<file path="src/rtl/bp_be_pkg.sv">
// Shared types and address-geometry helpers for the BE stride prefetch generator.
package bp_be_pkg;

    typedef enum logic [0:0] {
        e_pf_idle  = 1'b0,
        e_pf_issue = 1'b1
    } bp_be_pf_state_e;

    // Byte-offset bits inside a cache line of block_width bits.
    function automatic int unsigned bp_be_line_offset_width(input int unsigned block_width);
        return $clog2(block_width / 8);
    endfunction

    // Bits that identify the page above the page offset.
    function automatic int unsigned bp_be_page_width(input int unsigned vaddr_width,
                                                     input int unsigned page_offset_width);
        return vaddr_width - page_offset_width;
    endfunction

endpackage

</file>
<file path="src/rtl/bp_be_pf_addr_step.sv">
// Combinational address step: base + stride, its line-aligned form, and whether it left the page.
module bp_be_pf_addr_step
    import bp_be_pkg::*;
#(
    parameter int unsigned vaddr_width_p       = 39,
    parameter int unsigned block_width_p       = 512,
    parameter int unsigned page_offset_width_p = 12
) (
    input  logic [vaddr_width_p-1:0]                     base_i,
    input  logic [vaddr_width_p-1:0]                     stride_i,
    input  logic [vaddr_width_p-page_offset_width_p-1:0] page_i,
    output logic [vaddr_width_p-1:0]                     addr_o,
    output logic [vaddr_width_p-1:0]                     line_o,
    output logic                                         cross_o
);

    localparam int unsigned line_off_lp = bp_be_line_offset_width(block_width_p);

    always_comb begin
        addr_o  = base_i + stride_i;
        line_o  = {addr_o[vaddr_width_p-1:line_off_lp], {line_off_lp{1'b0}}};
        cross_o = (addr_o[vaddr_width_p-1:page_offset_width_p] != page_i);
    end

endmodule

</file>
<file path="src/rtl/bp_be_stride_prefetch_gen.sv">
// Turns confirmed stride events into bursts of line-aligned prefetches, one per valid/ready.
// Optional duplicate-line filter: define BP_BE_PF_LINE_DEDUP_EN.
module bp_be_stride_prefetch_gen
    import bp_be_pkg::*;
#(
    parameter int unsigned vaddr_width_p       = 39,
    parameter int unsigned stride_width_p      = 8,
    parameter int unsigned pf_degree_p         = 4,
    parameter int unsigned block_width_p       = 512,
    parameter int unsigned page_offset_width_p = 12,
    parameter int unsigned drop_cnt_width_p    = 8
) (
    input  logic                        clk_i,
    input  logic                        reset_n_i,
    input  logic                        start_discovery_i,
    input  logic                        confirm_discovery_i,
    input  logic [vaddr_width_p-1:0]    striding_pc_i,
    input  logic [vaddr_width_p-1:0]    eff_addr_i,
    input  logic [stride_width_p-1:0]   stride_i,
    input  logic                        flush_i,
    output logic                        pf_v_o,
    output logic [vaddr_width_p-1:0]    pf_addr_o,
    input  logic                        pf_ready_i,
    output logic                        busy_o,
    output logic [drop_cnt_width_p-1:0] drop_cnt_o
);

    localparam int unsigned page_width_lp = bp_be_page_width(vaddr_width_p, page_offset_width_p);
    localparam int unsigned cnt_width_lp  = $clog2(pf_degree_p + 1);

    bp_be_pf_state_e             state_q, state_d;
    logic [vaddr_width_p-1:0]    pc_q, pc_d;
    logic [vaddr_width_p-1:0]    stride_q, stride_d;
    logic [vaddr_width_p-1:0]    cur_addr_q, cur_addr_d;
    logic [page_width_lp-1:0]    page_q, page_d;
    logic [cnt_width_lp-1:0]     cnt_q, cnt_d;
    logic [drop_cnt_width_p-1:0] drop_cnt_q, drop_cnt_d;
    logic [vaddr_width_p-1:0]    pf_addr_q, pf_addr_d;
    logic                        pf_v_q, pf_v_d;
    logic                        busy_q, busy_d;

    logic [vaddr_width_p-1:0] stride_ext_c;
    logic                     accept_c, hs_c, load_c, advance_c, cur_cross_c, next_cross_c, dup_c;
    logic [vaddr_width_p-1:0] acc_addr_c, acc_line_c, hs_addr_c, hs_line_c;
    logic                     acc_cross_c, hs_cross_c;

    assign stride_ext_c = {{(vaddr_width_p-stride_width_p){stride_i[stride_width_p-1]}}, stride_i};
    assign accept_c     = confirm_discovery_i & (|stride_i) & ~flush_i;
    assign hs_c         = pf_v_q & pf_ready_i;
    assign cur_cross_c  = (cur_addr_q[vaddr_width_p-1:page_offset_width_p] != page_q);

    // First address of a freshly accepted stream.
    bp_be_pf_addr_step #(
        .vaddr_width_p      (vaddr_width_p),
        .block_width_p      (block_width_p),
        .page_offset_width_p(page_offset_width_p)
    ) u_acc_step (
        .base_i  (eff_addr_i),
        .stride_i(stride_ext_c),
        .page_i  (eff_addr_i[vaddr_width_p-1:page_offset_width_p]),
        .addr_o  (acc_addr_c),
        .line_o  (acc_line_c),
        .cross_o (acc_cross_c)
    );

    // Address after the current request retires.
    bp_be_pf_addr_step #(
        .vaddr_width_p      (vaddr_width_p),
        .block_width_p      (block_width_p),
        .page_offset_width_p(page_offset_width_p)
    ) u_hs_step (
        .base_i  (cur_addr_q),
        .stride_i(stride_q),
        .page_i  (page_q),
        .addr_o  (hs_addr_c),
        .line_o  (hs_line_c),
        .cross_o (hs_cross_c)
    );

    always_comb begin
        state_d      = state_q;
        pc_d         = pc_q;
        stride_d     = stride_q;
        cur_addr_d   = cur_addr_q;
        page_d       = page_q;
        cnt_d        = cnt_q;
        drop_cnt_d   = drop_cnt_q;
        pf_addr_d    = pf_addr_q;
        load_c       = 1'b0;
        advance_c    = 1'b0;
        next_cross_c = cur_cross_c;

        if (flush_i) begin
            state_d = e_pf_idle;
        end else begin
            unique case (state_q)
                e_pf_idle: load_c = accept_c;
                e_pf_issue: begin
                    if (accept_c && (striding_pc_i == pc_q)) begin
                        load_c = 1'b1;
                    end else begin
                        if (accept_c && !(&drop_cnt_q))
                            drop_cnt_d = drop_cnt_q + drop_cnt_width_p'(1);
                        // In ISSUE with valid low and no page cross means a filtered duplicate.
                        if (cur_cross_c)
                            state_d = e_pf_idle;
                        else if (hs_c || !pf_v_q)
                            advance_c = 1'b1;
                    end
                end
                default: state_d = e_pf_idle;
            endcase
        end

        if (load_c) begin
            state_d      = e_pf_issue;
            pc_d         = striding_pc_i;
            stride_d     = stride_ext_c;
            cur_addr_d   = acc_addr_c;
            page_d       = eff_addr_i[vaddr_width_p-1:page_offset_width_p];
            cnt_d        = cnt_width_lp'(pf_degree_p);
            pf_addr_d    = acc_line_c;
            next_cross_c = acc_cross_c;
        end else if (advance_c) begin
            cur_addr_d   = hs_addr_c;
            cnt_d        = cnt_q - cnt_width_lp'(1);
            pf_addr_d    = hs_line_c;
            next_cross_c = hs_cross_c;
            if (cnt_q == cnt_width_lp'(1))
                state_d = e_pf_idle;
        end

        busy_d = (state_d != e_pf_idle);
    end

    assign pf_v_d = busy_d & ~next_cross_c & ~dup_c;

`ifdef BP_BE_PF_LINE_DEDUP_EN
    logic [vaddr_width_p-1:0] last_line_q, last_line_d;
    logic                     last_v_q, last_v_d;

    always_comb begin
        last_line_d = last_line_q;
        last_v_d    = last_v_q;
        if (hs_c) begin
            last_line_d = pf_addr_q;
            last_v_d    = 1'b1;
        end
        if (flush_i || (start_discovery_i && (striding_pc_i != pc_q)))
            last_v_d = 1'b0;
        dup_c = last_v_d & (pf_addr_d == last_line_d);
    end

    always_ff @(posedge clk_i or negedge reset_n_i) begin
        if (!reset_n_i) begin
            last_line_q <= '0;
            last_v_q    <= 1'b0;
        end else begin
            last_line_q <= last_line_d;
            last_v_q    <= last_v_d;
        end
    end
`else
    logic unused_start_c;
    assign unused_start_c = start_discovery_i;
    assign dup_c          = 1'b0;
`endif

    always_ff @(posedge clk_i or negedge reset_n_i) begin
        if (!reset_n_i) begin
            state_q    <= e_pf_idle;
            pc_q       <= '0;
            stride_q   <= '0;
            cur_addr_q <= '0;
            page_q     <= '0;
            cnt_q      <= '0;
            drop_cnt_q <= '0;
            pf_addr_q  <= '0;
            pf_v_q     <= 1'b0;
            busy_q     <= 1'b0;
        end else begin
            state_q    <= state_d;
            pc_q       <= pc_d;
            stride_q   <= stride_d;
            cur_addr_q <= cur_addr_d;
            page_q     <= page_d;
            cnt_q      <= cnt_d;
            drop_cnt_q <= drop_cnt_d;
            pf_addr_q  <= pf_addr_d;
            pf_v_q     <= pf_v_d;
            busy_q     <= busy_d;
        end
    end

    assign pf_v_o     = pf_v_q;
    assign pf_addr_o  = pf_addr_q;
    assign busy_o     = busy_q;
    assign drop_cnt_o = drop_cnt_q;

endmodule

</file>
<file path="config.mk">
export PLATFORM = sky130hd
export DESIGN_NAME = bp_be_stride_prefetch_gen
export DESIGN_NICKNAME = d
export VERILOG_FILES = /design/src/rtl/bp_be_pkg.sv /design/src/rtl/bp_be_pf_addr_step.sv /design/src/rtl/bp_be_stride_prefetch_gen.sv
export SDC_FILE = /design/constraint.sdc
export NUM_CORES = 1
export LEC_CHECK = 0
export ABC_AREA = 1
export CAP_MARGIN = 20
export CELL_PAD_IN_SITES_DETAIL_PLACEMENT = 1
export CELL_PAD_IN_SITES_GLOBAL_PLACEMENT = 2
export CORE_MARGIN = 4
export CORE_UTILIZATION = 34
export CTS_CLUSTER_DIAMETER = 30
export DETAILED_ROUTE_END_ITERATION = 8
export GPL_TIMING_DRIVEN = 0
export PLACE_DENSITY_LB_ADDON = 0.1
export SLEW_MARGIN = 20
export SYNTH_ARGS = -nofsm -noshare
export SYNTH_HDL_FRONTEND = slang
export SYNTH_HIERARCHICAL = 1
export SYNTH_SLANG_ARGS = --single-unit
</file>
<file path="constraint.sdc">
create_clock -name clk_i -period 7.65 [get_ports clk_i]
set_clock_uncertainty 0.15 [all_clocks]
set_input_delay 1.53 -clock clk_i [delete_from_list [all_inputs] [get_ports clk_i]]
set_output_delay 1.53 -clock clk_i [all_outputs]
set_load 0.01 [all_outputs]
</file>
* Yosys cells after proc, flatten, opt, wreduce, memory -nomap -nowiden
Cells that the tools add are included.
** Storage, ports and cells
- Flip-flop bits (word level) :: 165
- Bits in latches :: 0
- Memory bits (writable) :: 0
- Memory bits (read-only) :: 0
- Word-level logic and storage cells :: 58
- Memories kept :: 0
** Operators by class
- Add/subtract/negate cells :: 4
- Multiply operators :: 0
- Div/mod/pow operators :: 0
- $lt $le $gt $ge :: 0
- Equal/unequal tests :: 5
- Shifts and indexed selects :: 0
- Multiplexer cells :: 23
- Bitwise operators :: 8
- Reduce and logical (&&, ||, !) cells :: 9
** Operator list (number)
- $mux 39 :: 4
- $ne 27x27->1 :: 3
- $add 39x39->39 :: 2
- $eq 39x39->1 :: 1
- $mux 1 :: 16
- $add 8x1->8 const B :: 1
- $reduce_and 8->1 :: 1
- $reduce_or 8->1 :: 1
- $mux 3 :: 2
- $and 1x1->1 :: 4
- $not 1->1 :: 4
- $reduce_and 4->1 :: 1
- $eq 3x1->1 const B :: 1
- $sub 3x1->3 const B :: 1
- $logic_and 1x1->1 :: 2
- $logic_not 1->1 :: 2
- $pmux 1 s2 :: 1
- $reduce_bool 2->1 :: 1
- $logic_or 1x1->1 :: 1

* Longest topological paths before layout
Gate-level depths: netlist (run 1).
- Word-level depth :: 11
- Gate-level depth with buffers :: 25
- Mapped depth without buffers :: 25

* Modules after synthesis
Netlist (run 1), hierarchy kept.
** By module, submodules not included
- bp_be_stride_prefetch_gen :: times used 1, cells an instance 1151, area an instance 8318.0 um^2, sequential area each 4129.0 um^2
- bp_be_pf_addr_step at u_hs_step :: times used 1, cells an instance 837, area an instance 4090.2 um^2, sequential area each 0.0 um^2
- bp_be_pf_addr_step at u_acc_step :: times used 1, cells an instance 809, area an instance 3996.3 um^2, sequential area each 0.0 um^2

* Worst setup path before layout (run 1)
No wires, ideal clock.
- Path kind :: in2reg
- Start point :: in stride_i[0]
- End point :: reg pf_v_q (netlist: pf_v_o)
- Arrival :: 3.620 ns
- Slack :: 3.817 ns
- Stages on the path :: 23
- Buffers on the path :: 0
- Path through :: ha_1 > inv_1 > fa_1 > nor2_1 > o21ai_1 > nand2_2 > nand2_1 > nand2_1 > nand2_1 > nand2_2 > nand2_1 > nand2_1 > nand2_1 > nand2_2 > nand2_1 > nand2_1 > nand2_1 > nor2_1 > nand3_1 > or2_0 > nand2_1 > nand2_1 > inv_1
** RTL lines
- from (decl) :: line bp_be_stride_prefetch_gen.sv:19 : input logic [stride_width_p-1:0] stride_i,
- $add 39x39->39 :: line bp_be_pf_addr_step.sv:20 : addr_o = base_i + stride_i;
- via acc_addr_c[36] :: line bp_be_stride_prefetch_gen.sv:44 : logic [vaddr_width_p-1:0] acc_addr_c, acc_line_c, hs_addr_c, hs_line_c;
- $ne 27x27->1 :: line bp_be_pf_addr_step.sv:22 : cross_o = (addr_o[vaddr_width_p-1:page_offset_width_p] != page_i);
- via acc_cross_c :: line bp_be_stride_prefetch_gen.sv:45 : logic acc_cross_c, hs_cross_c;
- $mux 1 :: line bp_be_stride_prefetch_gen.sv:115 : if (load_c) begin
- $not 1->1 :: line bp_be_stride_prefetch_gen.sv:136 : assign pf_v_d = busy_d & ~next_cross_c & ~dup_c;
- $and 1x1->1 :: line bp_be_stride_prefetch_gen.sv:136
- via pf_v_d :: line bp_be_stride_prefetch_gen.sv:39 : logic pf_v_q, pf_v_d;
- to (signal assigned) :: line bp_be_stride_prefetch_gen.sv:190 : pf_v_q <= pf_v_d;
- to (decl) :: line bp_be_stride_prefetch_gen.sv:39
The timed path passes the listed nets, and every way through them passes these cells.
A chain may end at the register's enable or synchronous reset.

* Final worst setup path (run 1)
Same ends and word-level chain as after synthesis.

==> results of run 1 <==
[sequential cells by signal, summed over array words and instances (netlist names)]
name and flops:
cur_addr_q 39, page_q 27, pc_q 39, pf_addr_o 39
stride_q 8, busy_o 1, drop_cnt_o 8, pf_v_o 1
cnt_q 3
[per-stage QoR]
| step | hold WS (ns) | power, mW | cells |
|---|---|---|---|
| final | 0.327 | 5.90 | 3595 |
| after global routing | 0.362 | 6.45 | 3595 |
| after CTS | 0.336 | 5.93 | 3595 |
| after detailed placement | 0.313 | 4.98 | 3563 |
| after global placement | 0.309 | 4.87 | 3561 |
| after floorplan | 0.296 | 3.77 | 2807 |
[layout by cell type, fill, tap and decap left out, types with 15 or more instances in the layout]
cell,instances
clkdlybuf4s50_1,137
buf_4,79
ha_1,79
xnor2_1,59
xor2_1,28
nand2_2,25
nor2_2,18
nand2_1,1397
dfrtp_1,164
nor3_1,15
inv_1,351
nand4_1,24
nor2_1,167
a21oi_1,66
clkbuf_16,17
clkbuf_1,17
o21ai_0,46
nand3_1,153
buf_2,21
[how the worst max path moves through the flow]
stage	start	endpoint	slack (ns)	depth (start not counted)
floorplan	stride_i[0]	pf_v_o	3.82	23
global placement	reset_n_i	pc_q[3]	-2.21	1
detailed placement	stride_i[0]	pf_v_o	2.55	20
CTS	stride_i[0]	pf_v_o	3.05	22
global route	stride_i[0]	pf_v_o	2.65	24
finish	stride_i[0]	pf_v_o	3.00	20
[cell type report]
cell class                      count  area, um^2
Buffer                            128         855
Clock buffer                       19         443
Clock inverter                     13         159
Fill cell                        6521       28500
Inverter                          358        1340
Multi-Input combinational cell   2156       10100
Sequential cell                   165        4130
Tap cell                          615         769
Timing Repair Buffer              141        1440
[power groups by stage]
stage                     registers [mW]  clock network [mW]  logic (mW)
after floorplan                     1.38                   0        2.39
after global placement              1.44                   0        3.43
after detailed placement            1.45                   0        3.52
after CTS                           1.44               0.943        3.55
after global routing                1.48               0.972        4.00
final                               1.44               0.911        3.54
[routing by layer]
metal / wire (um) / vias up
met5: 0 / -
met4: 1430 / 0
met3: 1710 / 59
met2: 29800 / 186
met1: 31000 / 8162
li1: - / 8798
[kinds of logic after synthesis]
group	Yosys count
XOR/XNOR	92
adder cells (fa/ha/maj)	81
flip-flops	165
AO/OA/AOI/OAI	133
buffers and inverters	486
other	2
AND/OR/NAND/NOR	1838
[critical path, delay by kind of cell]
kind / cells / cell delay (ns)
buffers and inverters: 3 / 0.63
AO/OA/AOI/OAI: 1 / 0.09
AND/OR/NAND/NOR: 14 / 1.97
adder cells (fa/ha/maj): 2 / 0.69
==> qor.csv, run 1 <==
stage,metric,value,unit
outcome,status,"complete, no violations",
cts,H-Tree Depth,4,
power_and_ir_drop,PwrDens,306,nW/um^2
finish,layout cell share with drive strength beyond 1,7.25,%
cts,Resize count post-CTS,0,
setup_path,reg2reg end,pf_v_o,
global_routing,initial antenna violation count,1,
sta,Final Hold Vio Count,0,
sta,RSZ-0062 raised after global routing,no,
synthesis,"EDFF count, synth",0,
setup_path,Reg2Reg Depth,18,
global_routing,first-pass GRT wire length,99.3,mm
place,Post-DP Area,18700,um^2
synthesis,Synth Area in Simple Gates,45.4,%
sta,setup ws final,3.00,ns
finish,Ant. Diodes,0,
synthesis,register area share after synthesis,25.2,%
place,port bufs,139,
cts,Root Buffer,clkbuf_16,
global_routing,layer with the highest usage,met2,
synthesis,largest family of logic cells by synthesized area,simple AND/OR/NAND/NOR gates,
floorplanning,I/O Pins,141,
power_and_ir_drop,sw frac,48.2,%
hold_path,Hold Crit Start,pf_addr_o[0],
finish,Total Nets Final,3140,
detailed_routing,vias per std cell,4.79,
floorplanning,Die H,228,um
floorplanning,number of cell rows,80,
global_routing,M3 GR Usage,3.26,%
synthesis,Cells after Synth,2797,
detailed_routing,Detailed Route WL,63.9,mm
power_and_ir_drop,Internal,3.05,mW
finish,Area Growth Syn to Fin,17.4,%
sta,minimum clock period,4.65,ns
power_and_ir_drop,clock share of power,15.4,%
synthesis,top cell type's share of synthesized area,32.0,%
setup_path,ordered list of cells on the worst path,clkdlybuf4s50_1 > ha_1 > inv_1 > fa_1 > nor2_1 > o21ai_1 > nand2_2 > nand2_1 > nand3_1 > nand2_1 > nand2_1 > nand4_1 > nor2_1 > nand3_1 > nor2_1 > nand3_1 > or2_0 > nand2_1 > nand2_1 > inv_1,
setup_path,CP peak stage delay,0.51,ns
detailed_routing,Iteration-0 DRC Markers,615,
cts,total CTS buffers,17,
sta,Final period util,60.8,%
hold_path,worst min path class,reg -> reg,
detailed_routing,DRC,0,
setup_path,worst reg2reg startpoint,stride_q[7],
floorplanning,Die Width,228,um
floorplanning,Starting Density,34.4,%
synthesis,Cell variety after synth,46,
power_and_ir_drop,leakage power,11.0,nW
power_and_ir_drop,Comb pwr share,60.1,%
power_and_ir_drop,Max VDD drop,0.000153,V
setup_path,R2R setup slack,3.70,ns
floorplanning,Core Region,47700,um^2
synthesis,number of synthesized register bits,165,
sta,final-report max-slew violation count,0,
global_routing,met2 Usage GRT,42.1,%
detailed_routing,remaining antenna violation count,0,
synthesis,post-synthesis mux area share,0,%
synthesis,Post-synth ARST share,100,%
place,Post-DP HPWL,54.9,mm
setup_path,CP endpoint kind,register,
cts,clk sinks,165,
detailed_routing,First-pass DRT Iterations,4,
floorplanning,DIE AREA,51800,um^2
cts,CTS tree,built,
sta,final setup TNS,0,ns
sta,endpoints failing setup,0,
cts,clk buf depth,2,
finish,final instance area,19300,um^2
sta,Rel. slew slack,38.0,%
synthesis,total of warnings raised by yosys,6,
synthesis,cell taking the most area after synthesis,nand2_1,
cts,clock transition at the registers of the reported paths,0.07,ns
global_routing,pin count of the biggest net entering global routing,93,
sta,fmax,0.215,GHz
global_routing,grt ovf,0,
synthesis,Compound-Gate Fraction of Synth Area,4.41,%
setup_path,Worst Path Max Fanout,4,
synthesis,"Avg Cell Area, Syn",5.87,um^2
synthesis,most frequent cells after synthesis,"nand2_1, inv_1, nor2_1, dfrtp_1, nand3_1",
synthesis,dominant synthesized flop cell,dfrtp_1,
sta,Least-Margin Pin Slew,0.931,ns
cts,Post-CTS Setup Bufs,0,
hold_path,Hold Path Stages,2,
setup_path,Worst path slowest cell,clkdlybuf4s50_1,
detailed_routing,WL per Instance,17.8,um
global_routing,met1 Usage GRT,34.4,%
power_and_ir_drop,Switch Pwr,2.84,mW
place,pre-CTS WS,2.55,ns
setup_path,Startpoint Class,input pin,
synthesis,Area contributors post-synth,"nand2_1, dfrtp_1, inv_1",
setup_path,arrival time worst endpoint,4.92,ns
setup_path,Worst Path Required,7.93,ns
setup_path,most frequent CP cell,nand2_1,
power_and_ir_drop,Reg power frac,24.5,%
synthesis,"count leader, synth",nand2_1,
finish,Final Core Density,40.3,%
job,Max-cap violations,0,
cts,Worst-Skew Late Latency,0.48,ns
synthesis,Post-Synth Adder-Cell Area,6.27,%
synthesis,Synth Cell Area,16400,um^2
global_routing,number of global-route vias before repair,17900,
detailed_routing,vias,17200,
global_routing,GR Util All Layers,25.1,%
cts,Hold Buf Count CTS,0,
place,routability cong.,0.929,
synthesis,XOR/XNOR Fraction of Synth Area,5.29,%
setup_path,Setup CP Type,in -> reg,
hold_path,Worst Hold Path EP,pf_addr_o[0],
No activity file was read; power rests on OpenSTA's default activity.
==> run 2: changes to the inputs <==
Settings changed: CORE_UTILIZATION 34 to 32.
Clock period 7.65 ns to 4.3 ns, I/O delays scaled along.
==> run 2 against run 1 <==
Compared with the run above:
- sequential share of layout area is 0.051 points lower
- sequential cell count is the same
- routed wire length rose by 1.8%
- global-route usage is 1.1 points lower
- sequential power rose by 78%
- first-iteration DRC count rose by 13%
- via count decreased by 0.89%
- die area increased by 6.0%
==> qor.csv, run 2 (synthesis results as in run 1) <==
stage,metric,value,unit
sta,RSZ-0062 raised after global routing,no,
global_routing,number of global-route vias before repair,17800,
power_and_ir_drop,Max VDD drop,0.000194,V
sta,Final period util,92.5,%
detailed_routing,Iteration-0 DRC Markers,696,
floorplanning,Starting Density,32.6,%
detailed_routing,Detailed Route WL,65.1,mm
global_routing,first-pass GRT wire length,99.9,mm
floorplanning,Die H,234,um
floorplanning,number of cell rows,82,
place,port bufs,139,
cts,H-Tree Depth,4,
job,Max-cap violations,0,
power_and_ir_drop,leakage power,11.0,nW
global_routing,pin count of the biggest net entering global routing,94,
detailed_routing,First-pass DRT Iterations,4,
sta,fmax,0.251,GHz
global_routing,GR Util All Layers,24.0,%
cts,CTS tree,built,
global_routing,grt ovf,0,
setup_path,Worst path slowest cell,clkdlybuf4s50_1,
cts,Root Buffer,clkbuf_16,
finish,Final Core Density,38.3,%
detailed_routing,WL per Instance,17.8,um
sta,endpoints failing setup,0,
setup_path,Worst Path Required,4.57,ns
finish,"commonest non-fill, non-tap cell in the layout",nand2_1,
cts,Post-CTS Setup Bufs,0,
finish,Storage cell area,4130,um^2
power_and_ir_drop,sw frac,48.8,%
setup_path,ordered list of cells on the worst path,clkdlybuf4s50_1 > ha_1 > inv_1 > fa_1 > nor2_1 > o21ai_1 > nand2_2 > nand2_1 > nand3_1 > nand2_1 > nand2_1 > nand4_1 > nor2_1 > nand3_1 > nor2_1 > nand3_1 > or2_0 > nand2_1 > nand2_1 > inv_1,
finish,final instance area,19300,um^2
floorplanning,Die Width,234,um
power_and_ir_drop,Comb pwr share,60.5,%
setup_path,CP peak stage delay,0.51,ns
outcome,status,"complete, no violations",
power_and_ir_drop,Switch Pwr,5.09,mW
sta,minimum clock period,3.98,ns
sta,Least-Margin Pin Slew,0.852,ns
cts,Hold Buf Count CTS,0,
finish,most frequent cells in the layout,"nand2_1, inv_1, nor2_1, dfrtp_1, nand3_1",
hold_path,worst min path class,in -> async,
floorplanning,DIE AREA,55000,um^2
detailed_routing,vias per std cell,4.67,
power_and_ir_drop,PwrDens,541,nW/um^2
place,routability cong.,0.917,
setup_path,Startpoint Class,input pin,
finish,Total Nets Final,3140,
sta,Rel. slew slack,43.2,%
power_and_ir_drop,clock share of power,15.0,%
place,Post-DP HPWL,55.8,mm
finish,layout cell share with drive strength beyond 1,7.22,%
global_routing,initial antenna violation count,2,
floorplanning,Core Region,50400,um^2
setup_path,Worst Path Max Fanout,4,
power_and_ir_drop,Reg power frac,24.5,%
setup_path,most frequent CP cell,nand2_1,
cts,Worst-Skew Late Latency,0.49,ns
detailed_routing,remaining antenna violation count,0,
cts,clock transition at the registers of the reported paths,0.07,ns
place,Post-DP Area,18700,um^2
cts,clk sinks,165,
detailed_routing,vias,17100,
cts,total CTS buffers,17,
setup_path,arrival time worst endpoint,4.25,ns
power_and_ir_drop,Pwr Total,10.4,mW
sta,Final Hold Vio Count,0,
cts,clk buf depth,2,
setup_path,CP endpoint kind,register,
finish,Area Growth Syn to Fin,17.6,%
detailed_routing,DRC,0,
floorplanning,I/O Pins,141,
power_and_ir_drop,Internal,5.35,mW
setup_path,Setup CP Type,in -> reg,
cts,Resize count post-CTS,0,
finish,fillers,6759,
sta,final-report max-slew violation count,0,
finish,multi-input logic area,10100,um^2
-- run 2: worst paths after layout --
kind                       slack [ns]  cells after the start    startpoint        endpoint
min                              0.19                      1     reset_n_i         pc_q[2]
min in group clk_i               0.32                      2  pf_addr_o[0]    pf_addr_o[0]
max                              0.32                     20   stride_i[0]          pf_v_o
min reg2reg                      0.32                      2  pf_addr_o[0]    pf_addr_o[0]
max reg2reg                      0.40                     20   stride_q[7]          pf_v_o
max in group asynchronous        2.92                      2     reset_n_i  cur_addr_q[38]
-- run 2: worst max-delay path, delay by kind of cell --
kind	cells	cell delay, ns
adders and majority gates	2	0.69
buffers and inverters	3	0.63
AOI/OAI and AO/OA	1	0.10
and+or+nand+nor	14	1.96
-- run 2: cell type report --
cell class                 instances  area share (%)
sequential                       165            21.4
tap                              672            4.36
buffer                           128            4.43
multi-input combinational       2156            52.4
inverter                         358            6.96
antenna                            2          0.0259
timing repair buffer             141            7.46
clock buffer                      18            2.22
clock inverter                    13           0.739
-- run 2: through the flow --
step	setup slack (ns)	hold WS, ns	TNS (ns)	std cells
2_1_floorplan	1.14	0.296	0	2807
3_3_place_gp	-5.08	0.307	-983.40	3618
3_5_place_dp	-0.167	0.310	-0.192	3620
4_1_cts	0.347	0.209	0	3651
5_1_grt	0.0352	0.231	0	3652
6_report	0.324	0.194	0	3653
-- run 2: layer usage --
metal,wire [um],GRT usage [%]
met5,0,0
met4,1770,7.29
met3,1590,3.32
met2,29900,39.7
met1,31800,32.6
-- run 2: power by group through the flow --
stage	logic [mW]	registers [mW]	clock network, mW
after floorplan	4.26	2.45	0
after global placement	6.15	2.57	0
after detailed placement	6.29	2.59	0
after CTS	6.33	2.56	1.62
after global routing	7.12	2.63	1.68
final	6.32	2.56	1.57
==> run 3: changes to the inputs <==
Settings changed: CORE_UTILIZATION 32 to 29.
Clock period 4.3 ns to 3.6 ns, I/O delays scaled along.
==> run 3 against run 2 <==
Compared with the run above:
- sequential cell count unchanged
- via count increased by 0.12%
- non-clock buffer count increased by 6
- routed wire length increased by 3.1%
- combinational power increased by 23%
- die area increased by 10%
- global-route usage decreased by 1.7 points
- sequential share of layout area decreased by 0.77 points
- hold slack got worse by 0.10 ns
- power increased by 22%
- first-iteration DRC count increased by 3.0%
- critical path type unchanged
- critical endpoint is now cnt_q[1]
- largest power group unchanged
==> qor.csv, run 3 (synthesis results as in run 1) <==
stage,metric,value,unit
floorplanning,Starting Density,29.5,%
setup_path,Worst Path Max Fanout,17,
detailed_routing,First-pass DRT Iterations,7,
sta,setup ws final,0.145,ns
sta,fmax,0.289,GHz
place,routability cong.,0.920,
setup_path,arrival time worst endpoint,3.65,ns
setup_path,worst reg2reg startpoint,stride_q[7],
cts,clk buf depth,2,
cts,clock transition at the registers of the reported paths,0.08,ns
global_routing,number of global-route vias before repair,17600,
finish,Ant. Diodes,0,
floorplanning,I/O Pins,141,
floorplanning,Core Region,55500,um^2
finish,fillers,7406,
floorplanning,Die H,246,um
finish,layout cell share with drive strength beyond 1,10.9,%
cts,Worst-Skew Late Latency,0.48,ns
cts,Hold Buf Count CTS,0,
cts,clk sinks,165,
global_routing,GR Util All Layers,22.3,%
sta,Final Hold Vio Count,0,
power_and_ir_drop,PwrDens,636,nW/um^2
global_routing,first-pass GRT wire length,102,mm
finish,final instance area,20000,um^2
detailed_routing,Iteration-0 DRC Markers,717,
setup_path,Startpoint Class,input pin,
place,Post-DP HPWL,57.4,mm
job,Max-cap violations,0,
detailed_routing,Detailed Route WL,67.1,mm
place,port bufs,139,
cts,CTS tree,built,
setup_path,CP endpoint kind,register,
sta,final-report max-slew violation count,0,
sta,Least-Margin Pin Slew,0.907,ns
finish,Final Core Density,36.1,%
setup_path,R2R setup slack,0.21,ns
global_routing,pin count of the biggest net entering global routing,91,
detailed_routing,vias,17100,
cts,Root Buffer,clkbuf_16,
detailed_routing,DRC,0,
sta,endpoints failing setup,0,
finish,"non-filler cells, final",3733,
cts,total CTS buffers,17,
sta,minimum clock period,3.46,ns
finish,Area Growth Syn to Fin,22.0,%
cts,H-Tree Depth,4,
place,pre-CTS WS,-0.858,ns
finish,Total Nets Final,3146,
floorplanning,Die Width,246,um
place,Post-DP Area,18800,um^2
sta,Rel. slew slack,39.5,%
finish,most frequent cells in the layout,"nand2_1, inv_1, dfrtp_1, nor2_1, nand3_1",
setup_path,Setup CP Type,in -> reg,
finish,"commonest non-fill, non-tap cell in the layout",nand2_1,
global_routing,initial antenna violation count,0,
sta,Final period util,96.0,%
global_routing,grt ovf,0,
detailed_routing,vias per std cell,4.57,
hold_path,worst min path class,in -> async,
power_and_ir_drop,Max VDD drop,0.000230,V
outcome,status,"complete, no violations",
floorplanning,DIE AREA,60400,um^2
setup_path,Worst Setup SP,striding_pc_i[4],
detailed_routing,remaining antenna violation count,0,
power_and_ir_drop,leakage power,11.2,nW
sta,RSZ-0062 raised after global routing,yes,
setup_path,Reg2Reg Depth,21,
floorplanning,number of cell rows,86,
place,placed cells,3697,
detailed_routing,WL per Instance,18.0,um
setup_path,Worst Path Required,3.79,ns
[run 3: path summary, 6_finish.rpt]
| kind | endpoint |
|---|---|
| max | cnt_q[1] |
| min in group clk_i | pf_addr_o[13] |
| min reg2reg | pf_addr_o[13] |
| max in group asynchronous | stride_q[7] |
| max reg2reg | pf_v_o |
| min | pc_q[3] |
[run 3: cell type report]
class | instances | area (um^2) | share of cell area (%)
timing repair buffer | 148 | 1570 | 7.83
tap | 748 | 936 | 4.68
multi-input combinational | 2156 | 10600 | 53.0
buffer | 127 | 856 | 4.28
clock buffer | 17 | 425 | 2.13
sequential | 165 | 4130 | 20.6
inverter | 358 | 1340 | 6.71
clock inverter | 14 | 155 | 0.775
[run 3: per-layer routing]
metal	wire [um]	GRT usage, %	vias to the layer above
met5	0	0	-
met4	1530	5.62	0
met3	1390	2.61	60
met2	30800	36.9	144
met1	33300	30.9	8074
li1	-	-	8794
[run 3: timing repair]
action | CTS | global route
pin swaps | 1 | 7
gates resized for setup | 18 | 126
endpoints found under the setup margin | 8 | 17
buffers inserted | 1 | 4
gates cloned | 0 | 1
[run 3: worst max-delay path, stage by stage]
cell and delay, ns:
clkdlybuf4s50_1 0.44, xnor2_1 0.60, nand2_1 0.12, nor2_1 0.13, nand2_1 0.08, nor2_1 0.16
nand3_2 0.17, nand2_2 0.16, inv_2 0.14, nand2_4 0.28, clkbuf_1 0.47, o21ai_0 0.16
[run 3: stage by stage]
| step | hold slack (ns) | setup TNS [ns] | total power, mW |
|---|---|---|---|
| CTS | 0.0889 | -0.0308 | 12.6 |
| finish | 0.0905 | 0 | 12.7 |
| detailed placement | 0.309 | -54.66 | 10.7 |
| global placement | 0.308 | -1199.29 | 10.5 |
| floorplan | 0.274 | 0 | 8.01 |
| global route | 0.126 | -0.0499 | 14.0 |
[run 3: power by group]
group | internal (mW) | switching (mW) | leakage, nW
clock network | 0.922 | 0.935 | 0.283
logic | 3.12 | 4.68 | 8.85
registers | 2.42 | 0.655 | 2.06
